<file path="config.mk">
export PLATFORM = sky130hd
export DESIGN_NAME = veggie_trajectory
export DESIGN_NICKNAME = d
export VERILOG_FILES = /design/src/rtl/veggie_trajectory.sv
export SDC_FILE = /design/constraint.sdc
export NUM_CORES = 1
export LEC_CHECK = 0
export BUFFER_PORTS_ARGS = -buffer_cell sky130_fd_sc_hd__buf_2
export CAP_MARGIN = 10
export CORE_ASPECT_RATIO = 1.2
export CORE_MARGIN = 4
export CORE_UTILIZATION = 41
export CTS_BUF_LIST = sky130_fd_sc_hd__clkbuf_2 sky130_fd_sc_hd__clkbuf_4 sky130_fd_sc_hd__clkbuf_8
export CTS_CLUSTER_SIZE = 20
export DETAILED_ROUTE_END_ITERATION = 8
export GPL_ROUTABILITY_DRIVEN = 0
export PLACE_DENSITY = 0.69
export SYNTH_ARGS = -nofsm -noshare
export SYNTH_HDL_FRONTEND = slang
export SYNTH_SLANG_ARGS = --single-unit
</file>
<file path="constraint.sdc">
create_clock -name clk_in -period 5.21 [get_ports clk_in]
set_clock_uncertainty 0.15 [all_clocks]
set_input_delay 0.521 -clock clk_in [delete_from_list [all_inputs] [get_ports clk_in]]
set_output_delay 0.521 -clock clk_in [all_outputs]
set_load 0.02 [all_outputs]
</file>
<file path="src/rtl/veggie_trajectory.sv">
`default_nettype none
// ============================================================================
//  Module      : veggie_trajectory
//  Description : Per-frame physics for one veggie. Launches from the LFSR word,
//                flies under gravity with wall bounces, splits into two halves
//                on katana contact and respawns after both halves fall away.
//                Optional macro VEGGIE_SCORE_EN adds score_out / miss_out.
//  Revision    : 1.0 - initial release
// ============================================================================
module veggie_trajectory #(
    parameter int SCREEN_W       = 1024,
    parameter int SCREEN_H       = 768,
    parameter int VEG_W          = 128,
    parameter int VEG_H          = 128,
    parameter int GRAVITY        = 1,
    parameter int LAUNCH_VY      = 24,
    parameter int SPLIT_VX       = 3,
    parameter int RESPAWN_FRAMES = 30
) (
    input  logic        clk_in,
    input  logic        rst_in,
    input  logic        frame_done_in,
    input  logic        split_in,
    input  logic [15:0] random_in,
    output logic [10:0] top_x_out,
    output logic [9:0]  top_y_out,
    output logic [10:0] bottom_x_out,
    output logic [9:0]  bottom_y_out,
    output logic        split_out,
`ifdef VEGGIE_SCORE_EN
    output logic        veggie_gone_out,
    output logic [7:0]  score_out,
    output logic [7:0]  miss_out
`else
    output logic        veggie_gone_out
`endif
);

    localparam logic [11:0] c_FLOOR     = 12'(SCREEN_H - VEG_H);
    localparam logic [11:0] c_XMAX      = 12'(SCREEN_W - VEG_W);
    localparam logic [11:0] c_X_HOME    = 12'(SCREEN_W / 2 - VEG_W / 2);
    localparam logic [11:0] c_LAUNCH_X  = 12'd128;
    localparam logic [7:0]  c_VY_MAX    = 8'd63;
    localparam logic [7:0]  c_SPLIT_DVY = 8'd2;
    localparam logic [7:0]  c_RESPAWN   = 8'(RESPAWN_FRAMES);

    typedef enum logic [1:0] {
        ST_RESPAWN = 2'd0,
        ST_FLYING  = 2'd1,
        ST_SPLIT   = 2'd2
    } state_t;

    // Position and velocity of one half; all fields are two's complement.
    typedef struct packed {
        logic [11:0] x;
        logic [11:0] y;
        logic [7:0]  vx;
        logic [7:0]  vy;
    } half_t;

    localparam half_t c_HALF_RST = '{x: c_X_HOME, y: c_FLOOR, vx: 8'd0, vy: 8'd0};

    // One frame of motion: x with wall bounce, y by vy, then gravity with clamp.
    function automatic half_t f_step(input half_t h);
        half_t              r;
        logic        [12:0] xs;
        logic        [8:0]  vys;
        r   = h;
        xs  = {h.x[11], h.x} + {{5{h.vx[7]}}, h.vx};
        if (xs[12]) begin
            r.x  = 12'd0;
            r.vx = 8'd0 - h.vx;
        end else if ($signed(xs) > $signed({1'b0, c_XMAX})) begin
            r.x  = c_XMAX;
            r.vx = 8'd0 - h.vx;
        end else begin
            r.x  = xs[11:0];
        end
        r.y = h.y + {{4{h.vy[7]}}, h.vy};
        vys = {h.vy[7], h.vy} + 9'(GRAVITY);
        if (!vys[8] && vys[7:0] > c_VY_MAX) begin
            r.vy = c_VY_MAX;
        end else begin
            r.vy = vys[7:0];
        end
        return r;
    endfunction

    // A half leaves the screen when it was moving down and its new y passes the floor.
    function automatic logic f_falls(input half_t cur, input half_t nxt);
        return ($signed(nxt.y) > $signed(c_FLOOR)) && ($signed(cur.vy) > 8'sd0);
    endfunction

    state_t      r_state, w_state_n;
    logic [7:0]  r_cnt, w_cnt_n;
    half_t       r_top, w_top_n, r_bot, w_bot_n;
    half_t       w_top_eff, w_bot_eff, w_top_mv, w_bot_mv;
    logic        r_pend, w_pend_n;
    logic        r_top_fz, w_top_fz_n, r_bot_fz, w_bot_fz_n;
    logic        w_split_now, w_top_falls, w_bot_falls;
    logic        w_unused;

    assign w_unused    = ^random_in[15:14];
    assign w_split_now = (r_state == ST_FLYING) && r_pend;

    // Velocities as seen by this tick, with the split kick applied when one is pending.
    always_comb begin
        w_top_eff = r_top;
        w_bot_eff = r_bot;
        if (w_split_now) begin
            w_top_eff.vx = r_top.vx - 8'(SPLIT_VX);
            w_bot_eff.vx = r_bot.vx + 8'(SPLIT_VX);
            w_bot_eff.vy = r_bot.vy + c_SPLIT_DVY;
        end
    end

    assign w_top_mv    = f_step(w_top_eff);
    assign w_bot_mv    = f_step(w_bot_eff);
    assign w_top_falls = f_falls(w_top_eff, w_top_mv);
    assign w_bot_falls = f_falls(w_bot_eff, w_bot_mv);

    // Next-state, counter, pending-split and per-half position decisions.
    always_comb begin
        w_state_n  = r_state;
        w_cnt_n    = r_cnt;
        w_top_n    = r_top;
        w_bot_n    = r_bot;
        w_pend_n   = r_pend;
        w_top_fz_n = r_top_fz;
        w_bot_fz_n = r_bot_fz;

        // A pulse is only remembered while flying; one arriving on a tick waits for the next.
        if (r_state == ST_FLYING && split_in) begin
            w_pend_n = 1'b1;
        end

        if (frame_done_in) begin
            case (r_state)
                ST_RESPAWN: begin
                    if (r_cnt != 8'd0) begin
                        w_cnt_n = r_cnt - 8'd1;
                    end else begin
                        w_top_n.x  = c_LAUNCH_X + {3'b000, random_in[8:0]};
                        w_top_n.y  = c_FLOOR;
                        w_top_n.vx = {{5{random_in[11]}}, random_in[11:9]};
                        w_top_n.vy = 8'd0 - (8'(LAUNCH_VY) + {6'b0, random_in[13:12]});
                        w_bot_n    = w_top_n;
                        w_top_fz_n = 1'b0;
                        w_bot_fz_n = 1'b0;
                        w_pend_n   = 1'b0;
                        w_state_n  = ST_FLYING;
                    end
                end
                ST_FLYING: begin
                    if (r_pend) begin
                        // Split takes priority over a simultaneous floor exit.
                        w_top_n    = w_top_falls ? w_top_eff : w_top_mv;
                        w_bot_n    = w_bot_falls ? w_bot_eff : w_bot_mv;
                        w_top_fz_n = w_top_falls;
                        w_bot_fz_n = w_bot_falls;
                        w_pend_n   = 1'b0;
                        w_state_n  = ST_SPLIT;
                    end else if (w_top_falls) begin
                        w_pend_n  = 1'b0;
                        w_cnt_n   = c_RESPAWN;
                        w_state_n = ST_RESPAWN;
                    end else begin
                        w_top_n = w_top_mv;
                        w_bot_n = w_bot_mv;
                    end
                end
                ST_SPLIT: begin
                    if (!r_top_fz) begin
                        if (w_top_falls) w_top_fz_n = 1'b1;
                        else             w_top_n    = w_top_mv;
                    end
                    if (!r_bot_fz) begin
                        if (w_bot_falls) w_bot_fz_n = 1'b1;
                        else             w_bot_n    = w_bot_mv;
                    end
                    if (w_top_fz_n && w_bot_fz_n) begin
                        w_cnt_n   = c_RESPAWN;
                        w_state_n = ST_RESPAWN;
                    end
                end
                default: begin
                    w_state_n = ST_RESPAWN;
                    w_cnt_n   = c_RESPAWN;
                end
            endcase
        end
    end

    // State and datapath registers with synchronous reset.
    always_ff @(posedge clk_in) begin
        if (rst_in) begin
            r_state  <= ST_RESPAWN;
            r_cnt    <= c_RESPAWN;
            r_top    <= c_HALF_RST;
            r_bot    <= c_HALF_RST;
            r_pend   <= 1'b0;
            r_top_fz <= 1'b0;
            r_bot_fz <= 1'b0;
        end else begin
            r_state  <= w_state_n;
            r_cnt    <= w_cnt_n;
            r_top    <= w_top_n;
            r_bot    <= w_bot_n;
            r_pend   <= w_pend_n;
            r_top_fz <= w_top_fz_n;
            r_bot_fz <= w_bot_fz_n;
        end
    end

`ifdef VEGGIE_SCORE_EN
    logic [7:0] r_score, r_miss;

    // Saturating hit and miss counters, stepped on leaving FLYING.
    always_ff @(posedge clk_in) begin
        if (rst_in) begin
            r_score <= 8'd0;
            r_miss  <= 8'd0;
        end else if (r_state == ST_FLYING) begin
            if (w_state_n == ST_SPLIT && r_score != 8'hFF)   r_score <= r_score + 8'd1;
            if (w_state_n == ST_RESPAWN && r_miss != 8'hFF)  r_miss  <= r_miss + 8'd1;
        end
    end

    assign score_out = r_score;
    assign miss_out  = r_miss;
`endif

    assign top_x_out       = r_top.x[10:0];
    assign top_y_out       = r_top.y[9:0];
    assign bottom_x_out    = r_bot.x[10:0];
    assign bottom_y_out    = r_bot.y[9:0];
    assign split_out       = (r_state == ST_SPLIT);
    assign veggie_gone_out = (r_state == ST_RESPAWN);

endmodule
`default_nettype wire

</file>
==> flow_metrics.env <==
export IMPL_coreArea_sq_um=19800
export IMPL_antenna_found_initial=0
export IMPL_synth_ff_type="dfxtp_1"
export IMPL_cp_start_kind="flop"
export IMPL_dpl_cell_count=1359
export IMPL_final_min_clock_period_ns=4.78
export IMPL_syn_to_final_growth_pct=6.73
export IMPL_finalHoldViolCount=0
export IMPL_yosysTopAreaCellShare_pct=22.4
export IMPL_cts_made_buffers=9
export IMPL_worstPathCellList="inv_1 > ha_1 > nand2_1 > buf_4 > o21ai_0 > ha_1 > a211oi_1 > o21ai_0 > a211oi_1 > o21ai_0 > xor2_1 > a41o_1 > nor2_4 > buf_4 > or4_1 > a311oi_1"
export IMPL_synth_edff_count=0
export IMPL_max_freq_ghz=0.209
export IMPL_rsz0062_at_grt="yes"
export IMPL_pwr_share_seq_pct=53.2
export IMPL_yosys_warnings=0
export IMPL_layout_worst_path_cycle_share_pct=91.7
export IMPL_yosys_area_top_type="dfxtp_1"
export IMPL_p_sw_uw=338
export IMPL_required_ns=5.37
export IMPL_crit_arrival_ns=4.93
export IMPL_htreeDepth=3
export IMPL_drtIter0Drc=590
export IMPL_reg2reg_setup_slack_ns=0.43
export IMPL_vias_per_cell=5.85
export IMPL_num_rows=56
export IMPL_p_leak_uw=0.00374
export IMPL_p_int_uw=1010
export IMPL_cts_root_buffer="clkbuf_8"
export IMPL_outcome="complete, no violations"
export IMPL_hold_slack_ns=0.278
export IMPL_die_area_sq_um=22700
export IMPL_synth_seq_cells=93
export IMPL_netlist_top_cells_area="dfxtp_1, ha_1, a21oi_1, nor2_1, xnor2_1"
export IMPL_critical_path_class="reg -> reg"
export IMPL_start_util_pct=42.2
export IMPL_timing_final_ws_setup_ns=0.435
export IMPL_combPwrFrac_pct=4.2
export IMPL_synth_top_cells_by_count="nor2_1, dfxtp_1, a21oi_1"
export IMPL_ioPinCount=64
export IMPL_ctsHoldBuffers=0
export IMPL_cap_violations=0
export IMPL_die_w_microns=138
export IMPL_fin_nets=1201
export IMPL_cpMaxStageDelayCell="o21ai_0"
export IMPL_p_per_area_nw_per_um2=152
export IMPL_grt_pass1_vias=7629
export IMPL_worst_skew_pair_late_latency_ns=0.39
export IMPL_postSynthNetCount=1192
export IMPL_drive_above_1_share_pct=12.0
export IMPL_min_path_type="in -> reg"
export IMPL_path_clk_slew_ns=0.10
export IMPL_cp_common_cell="o21ai_0"
export IMPL_switching_share_pct=25.1
export IMPL_wire_per_inst_microns=16.7
export IMPL_grt_ovfl_total=0
export IMPL_synth_cells=1101
export IMPL_syn_cell_area_sq_um=8330
export IMPL_drt_wl_total_mm=22.9
export IMPL_drcViolationCount=0
export IMPL_grt_pass1_wl_mm=38.2
export IMPL_crit_fanout=11
export IMPL_syn_area_per_cell_sq_um=7.57
export IMPL_max_slew_margin_rel_pct=27.3
export IMPL_dpl_hpwl_mm=17.0
export IMPL_diodes=0
export IMPL_endpoint_kind="flop"
export IMPL_ant_nets=0
export IMPL_dieHeight_microns=164
export IMPL_vias=8052
export IMPL_seq_area_frac_synth_pct=22.4
export IMPL_synthDistinctLibCells=91
export IMPL_setup_violations=0
export IMPL_tritoncts="built"
export IMPL_clock_sinks=93
export IMPL_tns_ns=0
export IMPL_globalRouteTotalUtil_pct=20.1
export IMPL_cp_slowest_stage_delay_ns=0.57
export IMPL_async_reset_ff_share_pct=0
export IMPL_synth_most_common_cell="nor2_1"
export IMPL_clockPowerShare_pct=42.5
export IMPL_final_cells=1376
export IMPL_drv_slew=0
export IMPL_grt_max_degree=46
export IMPL_cts_path_max_buffers=2
export IMPL_port_buffers=61
export IMPL_worstMarginPinSlew_ns=1.08
export IMPL_irDropWorstVdd_mv=0.115
export IMPL_dp_slack_ns=0.333
export IMPL_firstDrtPassIters=5
[repair_timing]
item                                    in CTS  in global routing
endpoints found under the setup margin       0                 15
buffers inserted                             0                  1
gates resized for setup                      0                  5
[sequential cells by signal, indices dropped and copies added, names as in the netlist]
| register | flops |
|---|---|
| top_x_out | 11 |
| bottom_y_out | 10 |
| r_state | 2 |
| r_top | 19 |
| r_bot_fz | 1 |
| bottom_x_out | 11 |
| r_cnt | 8 |
| top_y_out | 10 |
| r_bot | 19 |
| r_top_fz | 1 |
| r_pend | 1 |
[worst max-delay path, delay by kind of cell, from the launching register on]
family                   cells  cell delay, ns
AO/OA/AOI/OAI                7            2.02
adder cells (fa/ha/maj)      2            0.66
AND/OR/NAND/NOR              3            0.77
flip-flops                   1            0.35
buffers and inverters        3            0.51
XOR/XNOR                     1            0.22
[metal layers]
metal / track usage (%) / vias to the layer above / part of all wire (%)
li1: - / 4045 / -
met4: 5.88 / 0 / 1.8
met5: 0 / - / 0
met1: 24.5 / 3820 / 45
met3: 2.71 / 28 / 3.2
met2: 36.8 / 159 / 50
[cell families (layout without fill, tap and decap cells)]
| logic type | count (synthesis) | count (layout) | share of synthesized area, % |
|---|---|---|---|
| xor gates and xnor gates | 61 | 61 | 6.50 |
| and+or+nand+nor | 396 | 396 | 23.7 |
| muxes | 7 | 7 | 0.871 |
| buffers and inverters | 143 | 157 | 8.73 |
| DFF | 93 | 93 | 22.4 |
| adders and majority gates | 71 | 71 | 11.0 |
| AOI/OAI and AO/OA | 330 | 330 | 26.8 |
[worst paths after layout]
path	start	endpoint	depth (start not counted)
worst max register to register	r_state[1]$_SDFFE_PP0P_	r_bot[10]$_SDFFE_PP0P_	16
worst min register to register	r_bot[26]$_SDFFE_PP0P_	r_bot[26]$_SDFFE_PP0P_	2
worst max-delay path	r_state[1]$_SDFFE_PP0P_	r_bot[10]$_SDFFE_PP0P_	16
worst min-delay path	split_in	r_pend$_SDFF_PP0_	3
[final cells by class]
cell class	count	area, sq um
fill	2028	10900
multi-input combinational	865	5750
sequential	93	1860
timing repair buffer	90	536
tap	261	327
inverter	51	191
clock buffer	9	124
clock inverter	7	103
[power groups by stage]
stage	clock network, uW	registers [uW]	logic, uW
floorplan	0	732	34.4
global placement	0	734	56.2
detailed placement	0	734	56.5
CTS	587	718	56.9
global route	617	719	62.5
finish	573	718	57.3
[cells in the final DEF (no fill, tap or decap), drive strengths merged, types with 5 or more instances in the layout]
cell	Yosys	routed
a31oi	13	13
or3	18	18
a41oi	6	6
a22oi	15	15
inv	50	54
dfxtp	93	93
ha	67	67
o22ai	7	7
nor2b	20	20
a21oi	87	87
a21o	13	13
and3	18	18
o21ai	71	71
mux2i	5	5
nand2	78	78
nand3	43	43
or4	6	6
nor2	114	114
clkbuf	27	9
a311oi	11	11
a221oi	9	9
nor4	8	8
o21a	10	10
buf	65	90
xor2	22	22
and2	6	6
a211oi	21	21
o211ai	9	9
nand4	14	14
nor3	44	44
o311ai	5	5
xnor2	39	39
nand2b	12	12
[stage by stage]
step | power [uW] | area [sq um] | utilization (%)
CTS | 1360 | 8870 | 44.9
global route | 1400 | 8890 | 45.0
floorplan | 767 | 8330 | -
finish | 1350 | 8890 | 45.0
global placement | 790 | 8650 | 43.8
detailed placement | 791 | 8650 | 43.8
Power figures use the tool's default switching activity.
